$ cat config.mk
export PLATFORM = sky130hd
export DESIGN_NAME = stream_packet_arbiter
export DESIGN_NICKNAME = d
export VERILOG_FILES = /design/src/rtl/stream_packet_arbiter.sv
export SDC_FILE = /design/constraint.sdc
export NUM_CORES = 1
export LEC_CHECK = 0
export ABC_CLOCK_PERIOD_IN_PS = 2500
export CORE_ASPECT_RATIO = 0.8
export CORE_MARGIN = 2
export CORE_UTILIZATION = 37
export DETAILED_ROUTE_END_ITERATION = 8
export PLACE_DENSITY = 0.82
export REMOVE_ABC_BUFFERS = 1
export SLEW_MARGIN = 20
export SYNTH_ARGS = -nofsm -noshare
export SYNTH_HDL_FRONTEND = slang
export SYNTH_SLANG_ARGS = --single-unit
$ cat constraint.sdc
create_clock -name clk_200MHz -period 2.5 [get_ports clk_200MHz]
set_input_delay 0.5 -clock clk_200MHz [delete_from_list [all_inputs] [get_ports clk_200MHz]]
set_output_delay 0.5 -clock clk_200MHz [all_outputs]
set_load 0.02 [all_outputs]
$ cat src/rtl/stream_packet_arbiter.sv
// stream_packet_arbiter
//   Packet-level round-robin arbiter that merges N_REQ AXI-Stream requesters
//   onto one output channel. A grant is held from the header beat through the
//   TLAST beat, so messages never interleave. The header TX_UID byte can be
//   stamped with the granted port's UID. Messages longer than MAX_PKT_WORDS
//   are truncated with a forced TLAST, and their remainder is drained.
//
// Ports
//   clk_200MHz        : only clock
//   peripheral_reset  : synchronous active-high reset
//   s_tdata/s_tvalid/s_tlast/s_tready : requester streams, port i at [i*DATA_W +: DATA_W]
//   m_tdata/m_tvalid/m_tlast/m_tready : merged output stream
//   grant_id          : index of the current or last granted port
//   busy              : high while a message owns the output
//   pkt_count         : completed (or truncated) output messages, wraps
//   oversize_err      : sticky truncation flag, cleared only by reset
module stream_packet_arbiter #(
  parameter int          N_REQ         = 4,
  parameter int          DATA_W        = 32,
  parameter int          MAX_PKT_WORDS = 1024,
  parameter int          STAMP_TX_UID  = 1,
  parameter logic [7:0]  UID_BASE      = 8'h01,
  localparam int         GW            = (N_REQ > 1) ? $clog2(N_REQ) : 1
) (
  input  logic                      clk_200MHz,
  input  logic                      peripheral_reset,
  input  logic [N_REQ*DATA_W-1:0]   s_tdata,
  input  logic [N_REQ-1:0]          s_tvalid,
  input  logic [N_REQ-1:0]          s_tlast,
  output logic [N_REQ-1:0]          s_tready,
  output logic [DATA_W-1:0]         m_tdata,
  output logic                      m_tvalid,
  output logic                      m_tlast,
  input  logic                      m_tready,
  output logic [GW-1:0]             grant_id,
  output logic                      busy,
  output logic [15:0]               pkt_count,
  output logic                      oversize_err
);

  localparam int             CW         = (MAX_PKT_WORDS > 1) ? $clog2(MAX_PKT_WORDS) : 1;
  localparam logic [CW-1:0]  CNT_LAST   = CW'(MAX_PKT_WORDS - 1);
  localparam logic [GW-1:0]  GRANT_LAST = GW'(N_REQ - 1);

  typedef enum logic [1:0] {
    ST_IDLE    = 2'd0,
    ST_HEADER  = 2'd1,
    ST_PAYLOAD = 2'd2,
    ST_DRAIN   = 2'd3
  } state_t;

  state_t            r_state;
  logic [GW-1:0]     r_grant;
  logic [GW-1:0]     r_last_grant;
  logic [CW-1:0]     r_word_cnt;
  logic [15:0]       r_pkt_count;
  logic              r_oversize_err;

  logic [DATA_W-1:0] w_sel_tdata;
  logic              w_sel_valid;
  logic              w_sel_last;
  logic              w_sel_ready;
  logic              w_accept;
  logic              w_at_cap;

  // Round-robin search starting one past the last grant. Iterating from the
  // farthest candidate down lets the nearest valid port overwrite the pick.
  function automatic logic [GW-1:0] f_rr_pick(input logic [N_REQ-1:0] req,
                                              input logic [GW-1:0]    last);
    logic [GW-1:0] pick;
    int            idx;
    pick = last;
    for (int k = N_REQ; k >= 1; k--) begin
      idx = (int'(last) + k) % N_REQ;
      if (req[idx]) begin
        pick = GW'(idx);
      end
    end
    return pick;
  endfunction

  assign w_sel_tdata = s_tdata[r_grant*DATA_W +: DATA_W];
  assign w_sel_valid = s_tvalid[r_grant];
  assign w_sel_last  = s_tlast[r_grant];
  assign w_at_cap    = (r_word_cnt == CNT_LAST);
  assign w_accept    = w_sel_valid && w_sel_ready;

  assign grant_id     = r_grant;
  assign busy         = (r_state != ST_IDLE);
  assign pkt_count    = r_pkt_count;
  assign oversize_err = r_oversize_err;

  // Combinational pass-through of the granted port; no buffering anywhere.
  always_comb begin
    s_tready    = '0;
    m_tvalid    = 1'b0;
    m_tlast     = 1'b0;
    m_tdata     = '0;
    w_sel_ready = 1'b0;
    case (r_state)
      ST_HEADER, ST_PAYLOAD: begin
        w_sel_ready       = m_tready;
        s_tready[r_grant] = m_tready;
        m_tvalid          = w_sel_valid;
        m_tlast           = w_sel_last || w_at_cap;
        m_tdata           = w_sel_tdata;
        if ((r_state == ST_HEADER) && (STAMP_TX_UID != 0)) begin
          m_tdata[23:16] = UID_BASE + 8'(r_grant);
        end else begin
          m_tdata[23:16] = w_sel_tdata[23:16];
        end
      end
      ST_DRAIN: begin
        // Swallow the rest of a truncated message; output stays silent.
        w_sel_ready       = 1'b1;
        s_tready[r_grant] = 1'b1;
      end
      default: begin
        s_tready = '0;
      end
    endcase
  end

  // Message FSM, grant register, beat counter and status counters.
  always_ff @(posedge clk_200MHz) begin
    if (peripheral_reset) begin
      r_state        <= ST_IDLE;
      r_grant        <= '0;
      r_last_grant   <= GRANT_LAST;
      r_word_cnt     <= '0;
      r_pkt_count    <= 16'd0;
      r_oversize_err <= 1'b0;
    end else begin
      case (r_state)
        ST_IDLE: begin
          if (|s_tvalid) begin
            r_grant <= f_rr_pick(s_tvalid, r_last_grant);
            r_state <= ST_HEADER;
          end
        end
        ST_HEADER, ST_PAYLOAD: begin
          if (w_accept) begin
            if (w_sel_last) begin
              // A TLAST landing exactly on the cap is a normal end.
              r_state      <= ST_IDLE;
              r_word_cnt   <= '0;
              r_pkt_count  <= r_pkt_count + 16'd1;
              r_last_grant <= r_grant;
            end else if (w_at_cap) begin
              r_state        <= ST_DRAIN;
              r_word_cnt     <= '0;
              r_pkt_count    <= r_pkt_count + 16'd1;
              r_last_grant   <= r_grant;
              r_oversize_err <= 1'b1;
            end else begin
              r_state    <= ST_PAYLOAD;
              r_word_cnt <= r_word_cnt + CW'(1);
            end
          end
        end
        ST_DRAIN: begin
          if (w_accept && w_sel_last) begin
            r_state <= ST_IDLE;
          end
        end
        default: begin
          r_state <= ST_IDLE;
        end
      endcase
    end
  end

endmodule

After elaboration in Yosys (flattened, before gate mapping):

Index checks and enable logic that the tools add are counted.

* flip-flop bits (word level): 33
* logic and storage cells: 91
* output and inout port bits: 58

* reduce and logical (&&, ||, !) cells: 18
* muxes and demuxes: 40
* equality and inequality tests: 7
* bitwise logic cells: 6
* add/subtract/negate cells: 7
* magnitude comparators: 6
* shifts and indexed selects: 1

Operator list (count)
* 128-bit by 8-bit variable part select with 32-bit output: 1
* 16-bit 2-to-1 mux: 2
* 32-bit 2-to-1 mux: 1
* 10-bit 2-to-1 mux: 2
* 2-bit 2-to-1 mux: 10
* 16-bit by 1-bit adder with 16-bit output (second input constant): 1
* 3-bit by 4-bit < comparator with 1-bit output (second input constant): 4
* 1-bit 2-to-1 mux: 14
* 1-bit binary-select mux with 2-bit select: 6
* 10-bit by 1-bit adder with 10-bit output (second input constant): 1
* 10-bit equality test (second input constant): 1
* 2-bit OR reduction: 5
* 8-bit 2-to-1 mux: 1
* 4-bit case mux with 2 select lines: 1
* 2-bit inequality test (second input constant): 3
* 2-bit case mux with 3 select lines: 1
* 3-bit AND reduction: 2
* 2-bit by 1-bit adder with 2-bit output (second input constant): 2
* 2-bit adder (second input constant): 2
* 1-bit AND (first input constant): 4
* 4-bit AND: 1
* 2-bit equality test (second input constant): 2
* 2-bit AND reduction: 2
* 4-bit AND reduction: 1
* other kinds (12): 15

Longest topological paths before layout:

Gate-level depths: netlist of run 1.

* depth after elaboration: 10
* gate-level depth with buffers: 7

Least setup slack after synthesis of run 1:

OpenSTA, ideal clock, no wires.

* path kind: reg-to-output
* start: reg r_grant[0] (netlist: grant_id[0])
* end: out m_tdata[17]
* stages on the path, launching flop included: 7
* path slack: 0.088 ns
* path buffers: 2
* data arrival time: 1.912 ns
* path through: dfxtp_1 -> buf_6 -> buf_1 -> inv_1 -> ha_1 -> mux2i_1 -> nor2b_1

* word-level cells in the longest chain between the ends: 3
* elaborated cells on any way between the ends: 4

Ends and longest elaborated chain
* start: declaration: RTL line 53 `logic [GW-1:0] r_grant;`
* start signal: assignment: RTL line 137 `r_grant <= f_rr_pick(s_tvalid, r_last_grant);`
* 128-bit by 8-bit variable part select with 32-bit output or 1-bit by 2-bit adder with 3-bit output (tied branches): RTL line 82, 108
* 8-bit 2-to-1 mux *: RTL line 107 `if ((r_state == ST_HEADER) && (STAMP_TX_UID != 0)) begin`
* 32-bit 2-to-1 mux *: RTL line 100 `case (r_state)`
* end: declaration: RTL line 31 `output logic [DATA_W-1:0] m_tdata,`

Mark *: on every way between the ends. The rest lies on a longest branch, timed or not.

Worst setup path after layout of run 1:

* start: in s_tlast[2]
* end: out m_tlast

* word-level cells in the longest chain between the ends: 4

Ends and longest elaborated chain
* start: declaration: RTL line 29 `input logic [N_REQ-1:0] s_tlast,`
* 1-bit binary-select mux with 2-bit select: RTL line 84 `assign w_sel_last = s_tlast[r_grant];`
* 1-bit 2-to-1 mux (implied by the code): RTL line 84
* 1-bit logical OR: RTL line 105 `m_tlast = w_sel_last || w_at_cap;`
* 1-bit 2-to-1 mux: RTL line 100
* end: declaration: RTL line 33 `output logic m_tlast,`

No other way between the ends. The select of a mux whose other input is x is not followed.

==> summary.md, run 1 <==
| Metric | Value |
|---|---|
| Vias post-DR | 3492 |
| Area post-placement | about 5300 um^2 |
| Routed WL | 13000 um |
| Setup violations, final | 0 |
| Number of CTS-inserted buffers | 5 |
| Hold WC Path Type | reg2reg |
| Max-slew violation count | 0 |
| P&R area growth vs syn | 79.3% |
| Die Y | approximately 85 um |
| CP max FO | 2 |
| Worst-Skew Late Latency | between 0.2 and 0.3 ns |
| Slowest CP cell | mux4_2 |
| Final nets | 673 |
| Critical Path AT | 1.97 ns |
| Clk pin slew, worst setup/hold paths | 0.08 ns |
| Pin count of the biggest net entering global routing | 27 |
| Ports | 197 |
| CP bufs+invs | 2 |
| Total grt overflow | 0 |
| Final instance area | 5380 um^2 |
| Syn Std Cell Area | 3000 um^2 |
| Clock Sinks | 33 |
| Detailed Routing Iterations Pass 1 | 4 |
| Initial cell density of the core | 0.379 |
| GP Congestion | 0.908 |
| Period utilization | 0.987 |
| Die ar. | 8850 um^2 |
| Setup TNS | 0 ns |
| Transition time of the tightest slew-check pin | 0.432 ns |
| Share of layout cells above drive strength 1 | 0.196 |
| Detail Route Antenna Nets | 0 |
| Routed wire per std cell | 20.5 um |
| Worst VDD drop | 272 uV |
| Max_cap viols | 0 |
| # DRC | 0 |
| Critical Path RT | 2.00 ns |
| Minimum clock period | ~2.5 ns |
| Core area | 7910 um^2 |
| HPWL Detailed | 10800 um |
| Seq cells post-synth | 33 |
| Global Route Usage Sum | 0.289 |
| Setup Crit Path Kind | in2out |
| Post-Place Setup Slack | -0.407 ns |
| Synth Flop Type | dfxtp_1 |
| Worst rel slew slack | 0.705 |
| Mapped Avg Cell Area | 9.78 um^2 |
| Max clock buf depth | 2 |
| First-pass GRT wire length | 19700 um |
| Antenna violations before repair | 2 |
| Iteration-0 DRC Markers | 253 |
| Outcome | finished clean |
| CP max stage delay | 0.49 ns |
| Pwr Density | 537 nW/um^2 |
| Filler cell count | 673 |
| Sequential cell area fraction in the yosys report | 0.220 |
| Number of enable flip-flop cells after synthesis | 0 |
| Netlist cell types | 52 |
| Width of the die | 105 um |
| CTS tree | yes |
| Maximum clock frequency | a little over 0.4 GHz |
| Skew final | approximately 0.012 ns |
| Final Hold Fails | 0 |
| Vias in the first global route | 3404 |
| Yosys warns | 0 |
| FP Rows | 29 |
| CP cell instances | clkdlybuf4s50_1, mux4_2, a31o_2, and2_1, buf_2 |
| Leak | 0.00211 uW |
| CP endpoint kind | output pin |
| Via density | between 5 and 6 |
| Post-Synthesis Cells | 307 |
| CP delay by family, top | buffers and inverters |
| H-tree levels | 2 |
| Post-synth ARST share | 0 |
| Port Buf Inserts | a little under 200 |
| CTS root buf | clkbuf_8 |
| Setup WS post-layout | around 0.033 ns |
| CP Launch Type | input port |
-- power breakdown --
group | switching [uW] | leakage, uW | total (uW) | internal [uW]
clock | 208 | 0.0000585 | 533 | 325
combinational | 853 | 0.00178 | 1780 | 927
sequential | 32.9 | 0.000268 | 579 | 546
-- cell families (layout without fill, tap and decap cells) --
family          count (synthesis)  in the layout  share of synthesized area
xor+xnor                        4              4                     0.0117
mux                            45             45                      0.295
flops                          33             33                      0.220
simple gates                  132            132                      0.261
other cells                     0              2                          0
fa+ha+maj                       9              9                     0.0375
buf+inv                        32            251                     0.0479
compound gates                 52             52                      0.126
-- stage by stage --
step | hold slack (ns) | util | instances | total power (uW)
2_1_floorplan | 0.447 | - | 287 | 1510
3_5_place_dp | 0.457 | 0.664 | 619 | 2420
5_1_grt | 0.489 | 0.680 | 635 | 3040
6_report | 0.467 | 0.680 | 636 | 2890
4_1_cts | 0.468 | 0.675 | 629 | 2850
3_3_place_gp | 0.448 | 0.664 | 619 | 2380
-- layout by cell type (no fill, tap or decap), types with 7 or more instances in the layout --
cell type	instances
and3_1	10
inv_1	12
nor2_1	14
nor2b_1	16
nand2_1	11
ha_1	8
a21oi_1	17
nand4_1	9
mux4_2	32
nand3_1	10
dlygate4sd2_1	36
buf_4	29
and2_1	28
mux2_2	7
dfxtp_1	31
clkdlybuf4s50_1	156
-- repair_timing --
action,in CTS,in global routing
buffers inserted,2,5
resized for setup,48,6
hold buffers,0,0
cloned,0,0
endpoints found under the setup margin,38,2
-- Yosys cell counts, drive strengths merged, types with 6 or more instances --
| cell type | n | area share |
|---|---|---|
| mux4 | 33 | 0.25 |
| and3 | 10 | 0.021 |
| inv | 12 | 0.015 |
| and2 | 28 | 0.058 |
| dfxtp | 33 | 0.22 |
| nor2b | 16 | 0.033 |
| buf | 11 | 0.022 |
| mux2 | 9 | 0.036 |
| nor2 | 15 | 0.020 |
| a21oi | 17 | 0.028 |
| nor4 | 8 | 0.021 |
| clkbuf | 9 | 0.011 |
| nand4 | 10 | 0.023 |
| or4 | 6 | 0.015 |
| nand2b | 6 | 0.013 |
| nand3 | 10 | 0.017 |
| nand2 | 11 | 0.014 |
| o21ai | 7 | 0.015 |
| ha | 9 | 0.038 |
-- cell type report --
type / instances / area, um^2 / area share
multi-input combinational: 242 / 2200 / 0.409
antenna: 2 / 5.00 / 0.000930
inverter: 12 / 45.0 / 0.00837
timing repair buffer: 231 / 2210 / 0.411
clock inverter: 1 / 30.0 / 0.00558
tap: 108 / 135 / 0.0251
clock buffer: 7 / 86.3 / 0.0160
sequential: 33 / 668 / 0.124
-- worst min-delay path, delay by kind of cell (launching register included) --
family          cells  cell delay [ns]
compound gates      1             0.05
buf+inv             1             0.05
flops               1             0.32
-- registers in the layout (all words and copies together) (netlist names) --
signal and flops:
r_state 2, grant_id 2, oversize_err 1, r_word_cnt 10
pkt_count 16, r_last_grant 2
-- layer usage --
layer,global-route usage,wire length [um],part of all wire
met4,0.0739,264,0.020
met2,0.509,6690,0.51
met3,0.0885,1140,0.087
met5,0,0,0
met1,0.346,4930,0.38
-- path summary, 6_finish.rpt --
check                           slack [ns]  depth (start not counted)                      start                        end
worst max-delay path                  0.03                          5                 s_tlast[2]                    m_tlast
worst min-delay path                  0.47                          2  oversize_err$_SDFFE_PP0P_  oversize_err$_SDFFE_PP0P_
worst max register to register        0.23                          8   grant_id[0]$_SDFFE_PP0P_  pkt_count[7]$_SDFFE_PP0P_
worst min register to register        0.47                          2  oversize_err$_SDFFE_PP0P_  oversize_err$_SDFFE_PP0P_
(Power assumes the default switching activity.)
==> inputs of run 2 (changes only) <==
--- a/config.mk
+++ b/config.mk
@@ -7,7 +7,6 @@
 export LEC_CHECK = 0
 export ABC_CLOCK_PERIOD_IN_PS = 2500
 export CORE_ASPECT_RATIO = 0.8
-export CORE_MARGIN = 2
 export CORE_UTILIZATION = 37
 export DETAILED_ROUTE_END_ITERATION = 8
 export PLACE_DENSITY = 0.82
==> run 2 against run 1 <==
Global-route usage fell by 0.29 points. Critical endpoint unchanged. Flip-flop and latch count did not move. Sequential share of layout area rose by 0.075 points. First-iteration DRC count fell by 9.1%. Largest cell class is now multi-input gates. Hold slack got worse by 0.013 ns. Critical path depth did not move. Worst setup slack got worse by 0.020 ns. Non-clock buffer count fell by 6.
==> summary.md, run 2 (synthesis gave the netlist of run 1 again) <==
| Metric | Value |
|---|---|
| Total power | between 2000 and 3000 uW |
| Post-CTS Hold Fix Bufs | 0 |
| Number of CTS-inserted buffers | 5 |
| Iteration-0 DRC Markers | 230 |
| Worst-Skew Late Latency | roughly 0.29 ns |
| Worst rel slew slack | 0.709 |
| Post-Place Setup Slack | -0.364 ns |
| FP Rows | 28 |
| Period utilization | 0.995 |
| Setup Crit Path Kind | in2out |
| Die Y | 82.6 um |
| CP Launch Type | input port |
| GP Congestion | 0.857 |
| Clk pin slew, worst setup/hold paths | around 0.06 ns |
| Final nets | 667 |
| Clock share of power | 0.145 |
| Largest register FFs | 16 |
| Setup WS post-layout | about 0.012 ns |
| Global Route Usage Sum | 0.286 |
| Commonest non-fill, non-tap cell in the layout | clkdlybuf4s50_1 |
| Clock Sinks | 33 |
| Port Buf Inserts | 196 |
| Core area | 7640 um^2 |
| CP cell instances | clkdlybuf4s50_1, mux4_2, a31o_2, and2_1, buf_2 |
| Sequential share of power | 0.212 |
| Max clock buf depth | 2 |
| Hold WS | 0.453 ns |
| CP delay by family, top | buffers and inverters |
| Slowest CP cell | mux4_2 |
| H-tree levels | 2 |
| Comb power frac | 0.643 |
| P_sw | 1080 uW |
| Diodes inserted | 0 |
| CTS tree | yes |
| Max-slew violation count | 0 |
| Die ar. | 8480 um^2 |
| Max_cap viols | 0 |
| Sw frac | 0.395 |
| CTS root buf | clkbuf_8 |
| Share of layout cells above drive strength 1 | 0.187 |
| Vias in the first global route | 3281 |
| Routed wire per std cell | 20.4 um |
| HPWL Detailed | a little over 10000 um |
| Commonest non-fill, non-tap cells in the layout | clkdlybuf4s50_1, mux4_2, dlygate4sd2_1, dfxtp_1, and2_1 |
| Critical Path AT | 1.99 ns |
| RSZ-0062 raised after global routing | no |
| Setup violations, final | 0 |
| Skew final | 0.0123 ns |
| Detailed Routing Iterations Pass 1 | 4 |
| Detail Route Antenna Nets | 0 |
| Maximum clock frequency | ~0.4 GHz |
| Hold WC Path Type | reg2reg |
| CP max FO | 2 |
| Width of the die | around 100 um |
| Critical Path RT | 2.00 ns |
| Pwr Density | about 510 nW/um^2 |
| Transition time of the tightest slew-check pin | about 0.43 ns |
| P&R area growth vs syn | 77.6% |
| Total grt overflow | 0 |
| CP bufs+invs | 2 |
| Ports | 197 |
| First-pass GRT wire length | 17800 um |
| Area post-placement | 5220 um^2 |
| Vias post-DR | 3441 |
| Worst VDD drop | 294 uV |
| # DRC | 0 |
| Final instance area | 5330 um^2 |
| CP max stage delay | 0.51 ns |
| CP endpoint kind | output pin |
| Via density | about 5.5 |
| Minimum clock period | 2.49 ns |
| Final Hold Fails | 0 |
| Initial cell density of the core | 0.393 |
| Pin count of the biggest net entering global routing | 21 |
| Outcome | finished clean |
| Antenna violations before repair | 0 |
| Internal Power | 1660 uW |
| Leak | 0.00205 uW |
| Routed WL | 12800 um |
## run 2: cell count changes in the layout (fill, tap and decap cells not counted), sizes merged, moves of 2 or more
cell,previous run,this run
clkdlybuf4s15,1,5
dlygate4sd2,36,32
clkdlybuf4s50,156,158
buf,36,30
clkinv,0,2
clkbuf,9,6
diode,2,0
## run 2: per-stage QoR
step,instances,setup TNS [ns],util
3_3_place_gp,614,-3.78,0.683
5_1_grt,625,0,0.698
2_1_floorplan,287,-45.34,-
3_5_place_dp,614,-4.29,0.683
4_1_cts,623,-0.0726,0.694
6_report,625,0,0.698
## run 2: power groups by stage
stage	Clock [uW]	Combinational [uW]	Sequential, uW
final	396	1760	581
after detailed placement	0	1810	585
after CTS	407	1740	583
after global placement	0	1780	585
after global routing	428	1880	586
after floorplan	0	850	663
## run 2: timing repair
action / in CTS / in global routing
buffers inserted: 0 / 2
resized for setup: 49 / 6
setup endpoints to repair: 38 / 7
pin swaps: 0 / 0
gates cloned: 1 / 0
## run 2: final timing paths
path	start	to	slack, ns	cells past startpoint
setup / recovery	s_tlast[3]	m_tlast	0.01	5
hold / removal	oversize_err$_SDFFE_PP0P_	oversize_err$_SDFFE_PP0P_	0.45	2
setup reg to reg	r_state[0]$_SDFFE_PP0P_	pkt_count[7]$_SDFFE_PP0P_	0.20	8
hold reg to reg	oversize_err$_SDFFE_PP0P_	oversize_err$_SDFFE_PP0P_	0.45	2
## run 2: layout make-up
cell class                 count  area, um^2
tap                          105         131
sequential                    33         666
clock inverter                 2        10.0
inverter                      12        45.0
fill                         622        2310
multi-input combinational    242        2210
timing repair buffer         225        2190
clock buffer                   6        72.6
## run 2: worst register-to-register path: stages (launching register included)
cell,delay (ns)
dfxtp_1,0.39
inv_1,0.06
ha_1,0.39
buf_6,0.21
buf_4,0.20
nand4_4,0.18
buf_4,0.20
or4_1,0.47
a21oi_1,0.14
## run 2: routing by layer
layer / vias up / part of all wire / GRT usage
met5: - / 0 / 0
met4: 0 / 0.023 / 0.0886
met3: 26 / 0.077 / 0.0640
met2: 153 / 0.49 / 0.483
met1: 1664 / 0.41 / 0.365
li1: 1598 / - / -
==> inputs of run 3 (changes only) <==
--- a/config.mk
+++ b/config.mk
@@ -5,11 +5,12 @@
 export SDC_FILE = /design/constraint.sdc
 export NUM_CORES = 1
 export LEC_CHECK = 0
-export ABC_CLOCK_PERIOD_IN_PS = 2500
+export ABC_CLOCK_PERIOD_IN_PS = 2100
 export CORE_ASPECT_RATIO = 0.8
-export CORE_UTILIZATION = 37
+export CORE_MARGIN = 2
+export CORE_UTILIZATION = 33
 export DETAILED_ROUTE_END_ITERATION = 8
-export PLACE_DENSITY = 0.82
+export PLACE_DENSITY = 0.78
 export REMOVE_ABC_BUFFERS = 1
 export SLEW_MARGIN = 20
 export SYNTH_ARGS = -nofsm -noshare
==> constraint.sdc (replaced) <==
create_clock -name clk_200MHz -period 2.1 [get_ports clk_200MHz]
set_input_delay 0.42 -clock clk_200MHz [delete_from_list [all_inputs] [get_ports clk_200MHz]]
set_output_delay 0.42 -clock clk_200MHz [all_outputs]
set_load 0.02 [all_outputs]
==> run 3 against run 2 <==
The run now ends with negative setup slack left. Cell area increased by 12%. Sequential power is 19% higher. First-iteration DRC count shrank 36%. Global-route usage is 6.6 points lower. Sequential share of layout area fell by 1.3 points. Largest power group unchanged. Clock power up 79%.
==> summary.md, run 3 (synthesis gave the netlist of run 1 again) <==
| Metric | Value |
|---|---|
| Filler cell count | 705 |
| Detail Route Antenna Nets | 0 |
| Worst VDD drop | 366 uV |
| First-pass GRT wire length | roughly 17000 um |
| CTS tree | yes |
| Critical Path AT | approximately 1.9 ns |
| # DRC | 0 |
| Port Buf Inserts | 196 |
| Worst-Skew Late Latency | ~0.28 ns |
| Share of layout cells above drive strength 1 | 0.365 |
| Transition time of the tightest slew-check pin | 0.540 ns |
| Die Y | slightly below 90 um |
| Max clock buf depth | 2 |
| Slowest CP cell | mux4_2 |
| Antenna violations before repair | 0 |
| Area of the multi-input gates | 2430 um^2 |
| Met3 wire len | 684 um |
| Skew final | 0.00361 ns |
| CTS root buf | clkbuf_16 |
| Max-slew violation count | 0 |
| Hold WS | 0.448 ns |
| Pin count of the biggest net entering global routing | 25 |
| Max_cap viols | 0 |
| Most frequent CP cell | buf_6 |
| HPWL Detailed | 9500 um |
| Hold WC Path Type | reg2reg |
| H-tree levels | 2 |
| CP bufs+invs | 2 |
| Final Hold Fails | 0 |
| Vias post-DR | around 3600 |
| Diodes inserted | 0 |
| Area post-placement | 5380 um^2 |
| Clk pin slew, worst setup/hold paths | 0.05 ns |
| CP max stage delay | approximately 0.55 ns |
| Setup TNS | -3.21 ns |
| Initial cell density of the core | 0.335 |
| CP cell instances | buf_6, mux4_2, a31o_4, and2_4, buf_6 |
| GP Congestion | 0.877 |
| P&R area growth vs syn | 98.9% |
| Routed wl met2 | 6510 um |
| Die ar. | ~9900 um^2 |
| Wl on met1 | 5340 um |
| Width of the die | 111 um |
| Post-Place Setup Slack | -0.584 ns |
| Final nets | 709 |
| Number of CTS-inserted buffers | 5 |
| Iteration-0 DRC Markers | between 100 and 150 |
| Failing checks | negative setup slack |
| Routed WL | 12700 um |
| CP max FO | 5 |
| CP Launch Type | flip-flop |
| Final instance area | slightly below 6000 um^2 |
| Via density | 5.38 |
| Minimum clock period | 2.30 ns |
| Outcome | finished, violations left |
| Post-CTS Hold Fix Bufs | 0 |
| Ports | 197 |
| Setup WS post-layout | -0.199 ns |
| Commonest non-fill, non-tap cell in the layout | clkdlybuf4s50_1 |
| Reg area | 669 um^2 |
| Maximum clock frequency | 0.435 GHz |
| CP endpoint kind | output pin |
| Total grt overflow | 0 |
| RSZ-0062 raised after global routing | yes |
| Worst rel slew slack | 0.639 |
| Setup Crit Path Kind | reg2out |
| Commonest non-fill, non-tap cells in the layout | clkdlybuf4s50_1, buf_4, mux4_2, dfxtp_1, buf_6 |
| Period utilization | 1.09 |
| Routed wire per std cell | between 15 and 20 um |
| Global Route Usage Sum | 0.220 |
| Setup violations, final | 38 |
| Pwr Density | about 680 nW/um^2 |
| Largest register FFs | 16 |
| Vias in the first global route | 3359 |
| Critical Path RT | around 1.7 ns |
| FP Rows | 31 |
| Clock Sinks | 33 |
| Core area | 8960 um^2 |
| Fin util | 0.666 |
| Detailed Routing Iterations Pass 1 | 4 |
| Leak | 0.00234 uW |
| CP delay by family, top | multiplexers |
| R2R Setup Slk | -0.08 ns |
| Highest Signal Layer | met4 |
run 3: cell types whose count changed in the layout (fill, tap and decap cells not counted), sizes merged:
cell | previous run | this run
buf | 30 | 99
o21ai | 7 | 8
clkbuf | 6 | 12
clkdlybuf4s50 | 158 | 153
nand4 | 10 | 11
clkdlybuf4s15 | 5 | 2
dlygate4sd2 | 32 | 5
run 3: cell type report:
cell class,instances,area share
clock buffers,6,0.0216
clock inverters,2,0.00168
inverters,12,0.00755
multi-input cells,244,0.407
flip-flops and latches,33,0.112
well taps,115,0.0241
repair buffers,265,0.425
run 3: final timing paths:
path | from | end | cells after the start
worst max register to register | grant_id[0]$_SDFFE_PP0P_ | pkt_count[3]$_SDFFE_PP0P_ | 9
worst min-delay path | oversize_err$_SDFFE_PP0P_ | oversize_err$_SDFFE_PP0P_ | 2
worst max-delay path | grant_id[0]$_SDFFE_PP0P_ | m_tlast | 5
worst min register to register | oversize_err$_SDFFE_PP0P_ | oversize_err$_SDFFE_PP0P_ | 2
run 3: power breakdown:
part,switching [uW],leakage [uW],internal (uW)
clock,273,0.0000706,435
combinational,1170,0.00200,1480
sequential,38.3,0.000268,654
run 3: tightest hold or removal path, stage by stage, from the launching register on:
cell and delay (ns):
dfxtp_1 0.31, inv_1 0.05, a21oi_1 0.05
run 3: metal layers:
metal / up-vias / track usage
li1: 1693 / -
met1: 1782 / 0.294
met2: 148 / 0.373
met3: 17 / 0.0407
met4: 0 / 0.0591
met5: - / 0
run 3: per-stage QoR:
stage                     power [uW]  cells
after floorplan                 1800    287
after global placement          2900    643
after detailed placement        2940    643
after CTS                       3670    658
after global routing            4240    677
final                           4050    677
run 3: what timing repair did:
action | in CTS | in global routing
setup buffers | 5 | 16
pin swaps | 3 | 18
hold endpoints to repair | 0 | 0
resized for setup | 142 | 104
cloned | 2 | 4
setup endpoints to repair | 49 | 60
==> variant: new RTL, settings of run 1 <==
Change the parameter `MAX_PKT_WORDS` from 1024 to 512.
--- a/src/rtl/stream_packet_arbiter.sv
+++ b/src/rtl/stream_packet_arbiter.sv
@@ -17,7 +17,7 @@
 module stream_packet_arbiter #(
   parameter int          N_REQ         = 4,
   parameter int          DATA_W        = 32,
-  parameter int          MAX_PKT_WORDS = 1024,
+  parameter int          MAX_PKT_WORDS = 512,
   parameter int          STAMP_TX_UID  = 1,
   parameter logic [7:0]  UID_BASE      = 8'h01,
   localparam int         GW            = (N_REQ > 1) ? $clog2(N_REQ) : 1
Formal check against the unedited RTL: same outputs for any inputs over 4 cycles, from zero or initial values and one cycle with peripheral_reset high; that may be too few to reach the edited logic, so the function may still have changed.
==> variant against run 1 <==
Design area down 4.1%; worst setup slack improved by 25 ps; first-iteration DRC count fell by 38%; non-clock buffer count decreased by 6; utilization rose by 1.8 points; synthesized cell count down 2.9%; routed wire length down 13%; sequential cell count decreased by 1; die area is 6.1% lower; via count decreased by 5.7%; register-to-register slack improved by 80 ps; synthesized area is 6.3% lower; critical path type is now register to output pin; highest routed layer unchanged.
Power is not compared: it rests on default switching activity, and its combinational part moved more than twofold at a synthesized area within 25%.
==> variant: results (changes against run 1) <==
stage,metric,value,unit,change
status,status,finished clean,,
pwr,p_leak,1.912,nW,
global_route,grt_max_degree,31,,+15%
place,gp_congestion,0.9225,,+1.6%
global_route,grt_pass1_vias,3385,,-0.56%
drt,dr.pass1.iters,4,,unchanged
global_route,grt_pass1_wl,17220,um,-13%
timing,worst_slew_pin_slew,499.8,ps,+67.85 ps
setup_path,slowest_stage,mux4_2,,
yosys,synth_compound_area_share,6.809,%,-5.8 points
finish,fillers,585,,-13%
drt,wl,11370,um,-13%
place,postPlaceCellArea,5076,um2,-3.3%
cts,clkTransAtPathRegs,70,ps,
finish,nets,658,,-2.2%
yosys,synth_ff_type,dfxtp_1,,
finish,layout-drive-gt1-share,17.09,%,-2.5 points
place,dp_hpwl,9452,um,-12%
yosys,muxShareOfSynthArea,28.75,%,-0.76 points
worst_hold_path,hp-class,register to register,,
setup_path,crit_family,buffers and inverters,,
timing,finClkSkew,5.622,ps,-6.371 ps
yosys,synth_common_cells,"dfxtp_1 (32), and2_1 (31), mux4_2 (31)",,
yosys,ys_types,40,,-23%
timing,hold_viol_final,0,,unchanged
place,port_buffers,196,,unchanged
setup_path,r2r.worst_path.cells,9,,+1
setup_path,critPathArrivalTime,1940,ps,-30 ps
yosys,synthTopCellsByArea,"mux4_2 (25%), dfxtp_1 (23%), and2_1 (6.9%)",,
drt,drt-initial-drc-count,157,,-38%
cts,cts_buffer_depth,2,,unchanged
setup_path,slowest_delay,490,ps,about the same
finish,largest_reg_flops,16,,unchanged
yosys,synth-xor-area-share,5.296,%,+4.1 points
finish,n_antenna_cell,0,,-2
cts,root_buffer,clkbuf_8,,
setup_path,cp_max_fo,7,,+5
cts,htreeDepth,2,,unchanged
global_route,grt_usage,27.44,%,-1.5 points
drt,viasPerCell,5.363,,-2.3%
yosys,yosys_warnings,0,,unchanged
finish,design_area,5162,um2,-4.1%
cts,cts_buffers,5,,unchanged
cts,clock_latency,280,ps,
global_route,antenna_found_initial,0,,-2
yosys,yosysSeqAreaShare,22.79,%,+0.78 points
yosys,synth-adder-area-share,4.450,%,+0.70 points
variant: worst paths after layout:
check / slack [ps] / start / endpoint
min: 480 / oversize_err / oversize_err
max reg2reg: 310 / r_state[1] / pkt_count[10]
max: 60 / grant_id[0] / m_tdata[30]
min reg2reg: 480 / oversize_err / oversize_err
variant: final cells by class:
cell class                      instances  share of cell area (%)
Sequential cell                        32                   12.51
Clock buffer                            6                   1.406
Multi-Input combinational cell        238                   40.16
Clock inverter                          1                 0.09695
Timing Repair Buffer                  225                   42.78
Inverter                                7                  0.5090
Tap cell                              105                   2.545
variant: what timing repair did:
action,CTS,global route
endpoints found under the setup margin,38,27
pin swaps,0,0
buffers inserted,0,0
resized for setup,46,23
gates cloned,0,1
variant: power by group:
| group | switching [mW] | internal (mW) | total, mW |
|---|---|---|---|
| logic | 0.351 | 0.507 | 0.858 |
| registers | 0.00636 | 0.516 | 0.522 |
| clock network | 0.183 | 0.189 | 0.372 |
| total | 0.540 | 1.21 | 1.75 |
variant: worst register-to-register path, cell delays in order, from the launching register on:
cell and delay (ps):
dfxtp_1 340, inv_1 80, ha_2 390, nor2b_1 240, a2bb2oi_4 90, inv_2 70
buf_4 120, nand3_4 120, or4_1 530, a21oi_1 160
variant: per-stage QoR:
stage | instances | worst slack, ps | total power [mW] | hold slack [ps] | setup TNS (ps)
final | 614 | 58.18 | 1.752 | 479.8 | 0
after global routing | 614 | 1.088 | 1.835 | 519.1 | 0
after CTS | 613 | -6.426 | 1.739 | 483.6 | -18.84
after detailed placement | 606 | -454.3 | 1.408 | 472.6 | -3693
after global placement | 606 | -445.2 | 1.396 | 460.8 | -3305
after floorplan | 277 | -1181 | 0.9137 | 447.8 | -47190
variant: cells by family (layout without fill, tap and decap cells):
family / after synthesis / count (layout)
and+or+nand+nor: 140 / 140
muxes: 40 / 40
DFF: 32 / 32
AOI/OAI and AO/OA: 31 / 31
buffers and inverters: 28 / 239
xor gates and xnor gates: 17 / 17
adders and majority gates: 10 / 10
variant: metal layers:
metal / track usage, % / vias up / wire length [um]
met3: 7.064 / 26 / 844
met4: 6.486 / 0 / 259
met2: 52.05 / 152 / 5954
met1: 30.89 / 1581 / 4307
met5: 0 / - / 0
li1: - / 1534 / -
